## src/rtl/serv_ibus_prefetch.sv

```systemverilog
// Single-entry instruction prefetch buffer between the Wishbone instruction bus and the core fetch port.
// After each delivered word the next sequential word is fetched speculatively so sequential fetches complete in one cycle.
module serv_ibus_prefetch #(
  parameter int ADR_W    = 32,
  parameter int PREFETCH = 1
) (
  input  logic             clk,
  input  logic             i_rst_n,
  input  logic             i_invalidate,
  input  logic             i_cpu_cyc,
  input  logic [ADR_W-1:0] i_cpu_adr,
  output logic [31:0]      o_cpu_rdt,
  output logic             o_cpu_ack,
  output logic             o_pf_hit,
  output logic             o_wb_cyc,
  output logic [ADR_W-1:0] o_wb_adr,
  input  logic [31:0]      i_wb_rdt,
  input  logic             i_wb_ack
);

  typedef enum logic [1:0] {S_IDLE, S_FETCH, S_PF, S_DISCARD} state_t;

  localparam bit               PF_EN = (PREFETCH != 0);
  localparam logic [ADR_W-1:0] WORD  = ADR_W'(4);

  state_t           state_q, state_d;
  logic [31:0]      buf_q, buf_d;
  logic             buf_valid_q, buf_valid_d;
  logic             claimed_q, claimed_d;
  logic             pend_q, pend_d;
  logic [ADR_W-1:0] pend_adr_q, pend_adr_d;
  logic [ADR_W-1:0] pf_adr_q, pf_adr_d;
  logic             wb_cyc_q, wb_cyc_d;
  logic [ADR_W-1:0] wb_adr_q, wb_adr_d;
  logic             cpu_ack_q, cpu_ack_d;
  logic             pf_hit_q, pf_hit_d;
  logic [31:0]      cpu_rdt_q, cpu_rdt_d;

  logic             req;
  logic             pf_match;
  logic             wb_ack;
  logic [ADR_W-1:0] cpu_word;

  assign req      = i_cpu_cyc & ~cpu_ack_q;
  assign cpu_word = {i_cpu_adr[ADR_W-1:2], 2'b00};
  assign pf_match = (i_cpu_adr[ADR_W-1:2] == pf_adr_q[ADR_W-1:2]);
  assign wb_ack   = i_wb_ack & wb_cyc_q;

  always_comb begin
    state_d     = state_q;
    buf_d       = buf_q;
    buf_valid_d = buf_valid_q;
    claimed_d   = claimed_q;
    pend_d      = pend_q;
    pend_adr_d  = pend_adr_q;
    pf_adr_d    = pf_adr_q;
    wb_cyc_d    = wb_cyc_q;
    wb_adr_d    = wb_adr_q;
    cpu_ack_d   = 1'b0;
    pf_hit_d    = 1'b0;
    cpu_rdt_d   = cpu_rdt_q;

    if (i_invalidate) begin
      buf_valid_d = 1'b0;
    end

    case (state_q)
      S_IDLE: begin
        if (req) begin
          if (buf_valid_q && pf_match && !i_invalidate) begin
            cpu_ack_d   = 1'b1;
            pf_hit_d    = 1'b1;
            cpu_rdt_d   = buf_q;
            buf_valid_d = 1'b0;
            if (PF_EN) begin
              state_d  = S_PF;
              pf_adr_d = pf_adr_q + WORD;
              wb_cyc_d = 1'b1;
              wb_adr_d = pf_adr_q + WORD;
            end
          end else begin
            buf_valid_d = 1'b0;
            state_d     = S_FETCH;
            wb_cyc_d    = 1'b1;
            wb_adr_d    = cpu_word;
          end
        end
      end

      S_FETCH: begin
        // Entered with the bus idle only after a discard: launch the stored address.
        if (!wb_cyc_q) begin
          wb_cyc_d = 1'b1;
          wb_adr_d = pend_adr_q;
          pend_d   = 1'b0;
        end else if (wb_ack) begin
          wb_cyc_d  = 1'b0;
          cpu_ack_d = 1'b1;
          cpu_rdt_d = i_wb_rdt;
          if (PF_EN) begin
            state_d   = S_PF;
            pf_adr_d  = wb_adr_q + WORD;
            claimed_d = 1'b0;
          end else begin
            state_d = S_IDLE;
          end
        end
      end

      S_PF: begin
        if (!wb_cyc_q) begin
          if (i_invalidate) begin
            state_d = S_IDLE;
          end else begin
            wb_cyc_d = 1'b1;
            wb_adr_d = pf_adr_q;
          end
        end else if (claimed_q || (req && pf_match && !i_invalidate)) begin
          if (wb_ack) begin
            wb_cyc_d  = 1'b0;
            cpu_ack_d = 1'b1;
            pf_hit_d  = 1'b1;
            cpu_rdt_d = i_wb_rdt;
            claimed_d = 1'b0;
            pf_adr_d  = pf_adr_q + WORD;
          end else begin
            claimed_d = 1'b1;
          end
        end else if (i_invalidate || req) begin
          // Unclaimed speculative word is unwanted: jump or invalidation.
          pend_d     = req;
          pend_adr_d = cpu_word;
          if (wb_ack) begin
            wb_cyc_d = 1'b0;
            state_d  = req ? S_FETCH : S_IDLE;
          end else begin
            state_d = S_DISCARD;
          end
        end else if (wb_ack) begin
          wb_cyc_d    = 1'b0;
          buf_d       = i_wb_rdt;
          buf_valid_d = 1'b1;
          state_d     = S_IDLE;
        end
      end

      S_DISCARD: begin
        if (wb_ack) begin
          wb_cyc_d = 1'b0;
          state_d  = pend_q ? S_FETCH : S_IDLE;
        end else if (req && !pend_q) begin
          pend_d     = 1'b1;
          pend_adr_d = cpu_word;
        end
      end

      default: state_d = S_IDLE;
    endcase
  end

  always_ff @(posedge clk) begin
    if (!i_rst_n) begin
      state_q     <= S_IDLE;
      buf_q       <= '0;
      buf_valid_q <= 1'b0;
      claimed_q   <= 1'b0;
      pend_q      <= 1'b0;
      pend_adr_q  <= '0;
      pf_adr_q    <= '0;
      wb_cyc_q    <= 1'b0;
      wb_adr_q    <= '0;
      cpu_ack_q   <= 1'b0;
      pf_hit_q    <= 1'b0;
      cpu_rdt_q   <= '0;
    end else begin
      state_q     <= state_d;
      buf_q       <= buf_d;
      buf_valid_q <= buf_valid_d;
      claimed_q   <= claimed_d;
      pend_q      <= pend_d;
      pend_adr_q  <= pend_adr_d;
      pf_adr_q    <= pf_adr_d;
      wb_cyc_q    <= wb_cyc_d;
      wb_adr_q    <= wb_adr_d;
      cpu_ack_q   <= cpu_ack_d;
      pf_hit_q    <= pf_hit_d;
      cpu_rdt_q   <= cpu_rdt_d;
    end
  end

  assign o_cpu_rdt = cpu_rdt_q;
  assign o_cpu_ack = cpu_ack_q;
  assign o_pf_hit  = pf_hit_q;
  assign o_wb_cyc  = wb_cyc_q;
  assign o_wb_adr  = wb_adr_q;

endmodule

```

## config.mk

```make
export PLATFORM = sky130hd
export DESIGN_NAME = serv_ibus_prefetch
export DESIGN_NICKNAME = d
export VERILOG_FILES = /design/src/rtl/serv_ibus_prefetch.sv
export SDC_FILE = /design/constraint.sdc
export NUM_CORES = 1
export LEC_CHECK = 0
export BUFFER_PORTS_ARGS = -buffer_cell sky130_fd_sc_hd__buf_2
export CAP_MARGIN = 20
export CORE_UTILIZATION = 58
export DETAILED_ROUTE_END_ITERATION = 8
export GPL_TIMING_DRIVEN = 0
export PLACE_DENSITY = 0.89
export SETUP_SLACK_MARGIN = 0.02
export SYNTH_ARGS = -nofsm -noshare
export SYNTH_HDL_FRONTEND = slang
export SYNTH_SLANG_ARGS = --single-unit
```

## constraint.sdc

```tcl
create_clock -name clk -period 3.45 [get_ports clk]
set_input_delay 0.5175 -clock clk [delete_from_list [all_inputs] [get_ports clk]]
set_output_delay 0.5175 -clock clk [all_outputs]
set_load 0.05 [all_outputs]
```

==> results.md <==
* Initial Utilization at 0.595
* Outcome: completed
* Ys flop type: dfxtp_1
* Top cell type by total area after synthesis: dfxtp_1
* Unique masters post-synth at 70
* CP Data Required Time at 3780 ps
* Total nets after synthesis at 1,239
* Clock root buffer: clkbuf_16
* Top routing layer in use: met5
* Worst Hold Depth at 3
* Hold Crit Start: i_wb_rdt[4]
* Seq. cell area at 0.00332 mm2
* Reg2reg start: pf_adr_q[10]
* DRT met1 WL at 11.7 mm
* Max FO, Critical Path at 10
* Worst Skew at between 10 and 15 ps
* Met2 wire len at 14.3 mm
* Mapped Area at ~0.0095 mm2
* Most common cell in the synthesized netlist: dfxtp_1
* # diodes at 0
* Pwr Density at ~900 mW/mm2
* Pin count of the biggest net entering global routing at 21
* Worst-skew pair later-pin latency at 460 ps
* Util after Layout at 0.694
* Sequential share of the synthesized area at 0.351
* Synth Area in Compound Gates at 0.181
* Post-layout nets at 1,392
* Setup_tns at 0 ps
* Setup CP Type: flip-flop to flip-flop
* Worst min path class: input port to flip-flop
* HPWL after DPL at around 22 mm
* Share of the synthesized area in the top cell type at 0.351
* FF+latch count, synth at 166
* Synthesized-area fraction occupied by adder cells at 0.0106
* Routed WL at approximately 32 mm
* Worst Hold Path EP: buf_q[4]
* Reg2reg end: state_q[0]
* Routability congestion estimate at a little over 1
* Switching pwr at 5.06 mW
* Worst stage delay on the critical path at around 560 ps
* Clock Pin Slew Worst Setup and Hold Paths at 80 ps
* Switching Fraction at 0.505
* Most frequent cells after synthesis: dfxtp_1, nand2_1, nor2_1
* Post-CTS Setup Repair Bufs at 0
* Ys async rst share at 0
* Power Total at approximately 10 mW
* Total GRT Usage at 0.381
* Critical Path Source Type: flip-flop
* Peak supply drop at 0.000712 V
* Die width at 130 um
* Final hold violation count at 0
* Slew margin rel. at 0.175
* Slew Viols, Final at 0
* CTS tree: built
* Final ANT Viol Nets at 0
* Finished Layout Cells at 1,544
* Post-synthesis mux area share at 0.121
* Max Fclk at 298 MHz
* Area of the core at roughly 0.016 mm2
* Initial antenna violation count at 2
* Delay-heaviest family, CP: simple AND/OR/NAND/NOR gates
* Leak pwr at 4.60 nW
* Most used cell, CP: buf_2
* Row count at 46
* Htree depth at 4
* Area of the multi-input gates at roughly 0.0056 mm2
* Routed via count at roughly 9,900
* Int Power at 4.96 mW
* WL met3 at 3.87 mm
* Final worst setup slack at 96.2 ps
* Final worst path period share at 0.972
* Share of layout cells above drive strength 1 at 0.191
* Grt total ovfl at 0
* Die height at 130 um
* Syn Area/Cell at 8.14 um2
* Clock power frac at 0.198
* CTS sink cnt at 166
* # DRC at 0
* Worst r2r path cells at 10
* Per-cell routed wire length at 20.6 um
* Actual slew at the worst max-slew pin at 1230 ps
* CTS Buffer Depth at 2
* Post-Syn Instances at 1,162
* Buffers on Ports at approximately 130
* Syn-to-layout area delta at 16.6%
* WP buf/inv at 3
* Worst-path cell chain: buf_2, xor2_1, nor4_1, nand4_2, nor3_4, buf_4, buf_2, a21oi_1, mux2i_1, nor2_1
* RSZ-0062 raised after global routing: false
* DRT Pass-1 Iters at 5
* Vias in the first global route at 9,457
* Io pins at 136
* Cts bufs inserted at 17
* Fill cell count at roughly 1,300
* Number of flops mapped to enable cells by yosys at 0
* R2R Setup Slk at 100 ps
* Placed Cells incl. Taps at 1,512
* DR iter-0 viols at 1,216
* Slowest-stage cell, CP: nor4_1
* Minimum clock period at 3350 ps
* Post-Synth XOR/XNOR Area at 0.0803
* Final setup vio count at 0
* Worst EP arrival at 3680 ps
* Drt via density at 6.41
* Max-cap viol count at 0
* First-pass GRT wire length at 48.8 mm
* Flop pwr share at 0.278
* Type of destination of the critical path: flip-flop
* Combinational Power Share at 0.523
* Post-synthesis simple-gate area fraction at 0.202
* Top cells by area, synth: dfxtp_1, mux2i_1, nand2_1, mux2_2, a21oi_1
* Post-place setup slack at 156 ps
* Largest family of logic cells by synthesized area: simple AND/OR/NAND/NOR gates
* Die area at 0.0168 mm2
* Yosys Warn Count at 0
==> routing by layer <==
| layer | vias to the layer above | GRT usage |
|---|---|---|
| li1 | 4403 | - |
| met1 | 4572 | 0.440 |
| met2 | 735 | 0.615 |
| met3 | 178 | 0.122 |
| met4 | 4 | 0.237 |
| met5 | - | 0 |
==> worst reg2reg max path, delay by kind of cell, from the launching register on <==
kind / cells / cell delay [ps]
AND/OR/NAND/NOR: 4 / 1550
buffers and inverters: 3 / 850
flip-flops: 1 / 320
XOR/XNOR: 1 / 210
multiplexers: 1 / 180
AO/OA/AOI/OAI: 1 / 110
==> worst max path at each step <==
stage / from / end / depth (start not counted)
6_report: pf_adr_q[10] / state_q[0] / 10
5_1_grt: state_q[1] / o_wb_adr[19] / 9
4_1_cts: state_q[1] / o_wb_adr[19] / 9
3_5_place_dp: i_cpu_adr[24] / o_pf_hit / 8
3_3_place_gp: i_cpu_adr[30] / o_wb_adr[21] / 9
2_1_floorplan: o_wb_adr[4] / pf_adr_q[31] / 7
==> cell families after synthesis <==
| group | count (synthesis) |
|---|---|
| xor gates and xnor gates | 85 |
| buffers and inverters | 114 |
| adders and majority gates | 8 |
| DFF | 166 |
| AOI/OAI and AO/OA | 269 |
| and+or+nand+nor | 411 |
| muxes | 109 |
==> area by class of cell <==
cell class                      count  area share
Multi-Input combinational cell    882       0.510
Sequential cell                   166       0.301
Timing Repair Buffer              134      0.0613
Buffer                            101      0.0422
Clock buffer                       17      0.0386
Tap cell                          216      0.0245
Clock inverter                     15      0.0177
Inverter                           13     0.00442
==> layout by cell type, fill, tap and decap left out, types with 4 or more instances in the layout <==
cell type and count:
a211o_1 18, a211oi_1 4, inv_1 12, ha_1 8, nor3_1 13, dfxtp_1 166
xor2_1 40, a21oi_1 91, clkbuf_16 17, or4_1 5, nand3_1 23, o32ai_1 5
mux2_2 42, or3_1 6, nor2_1 119, o21ai_0 56, o211ai_1 11, clkinv_8 6
nand4_1 20, buf_6 7, inv_8 5, a31oi_1 22, buf_1 4, buf_2 153
nand2b_1 11, a22o_1 18, clkbuf_1 67, a22oi_1 14, mux2i_1 67, and4_1 8
and3_1 12, nand2_1 162, xnor2_1 43, nor4_1 10
==> flip-flops by register name, indices dropped and copies added (netlist names) <==
name	count
buf_q	32
o_cpu_rdt	32
o_wb_adr	32
pf_adr_q	32
pend_adr_q	30
state_q	2
buf_valid_q	1
claimed_q	1
o_cpu_ack	1
o_pf_hit	1
o_wb_cyc	1
pend_q	1
==> timing repair <==
item,CTS,global route
endpoints found under the setup margin,0,20
hold buffers,0,0
resized for setup,0,1
==> through the flow <==
step | instance area, um2 | hold WS, ps
after floorplan | 9460 | 432
after global placement | 10400 | 440
after detailed placement | 10400 | 447
after CTS | 11000 | 296
after global routing | 11000 | 302
final | 11000 | 299
==> power groups by stage <==
stage                     clock (mW)  sequential [mW]  combinational [mW]
after floorplan                    0             3.53                2.82
after global placement             0             2.79                4.95
after detailed placement           0             2.80                5.05
after CTS                       1.97             2.76                5.08
after global routing            2.06             2.82                5.46
final                           1.99             2.79                5.24
Note: power is estimated with default switching activity, not from simulation.
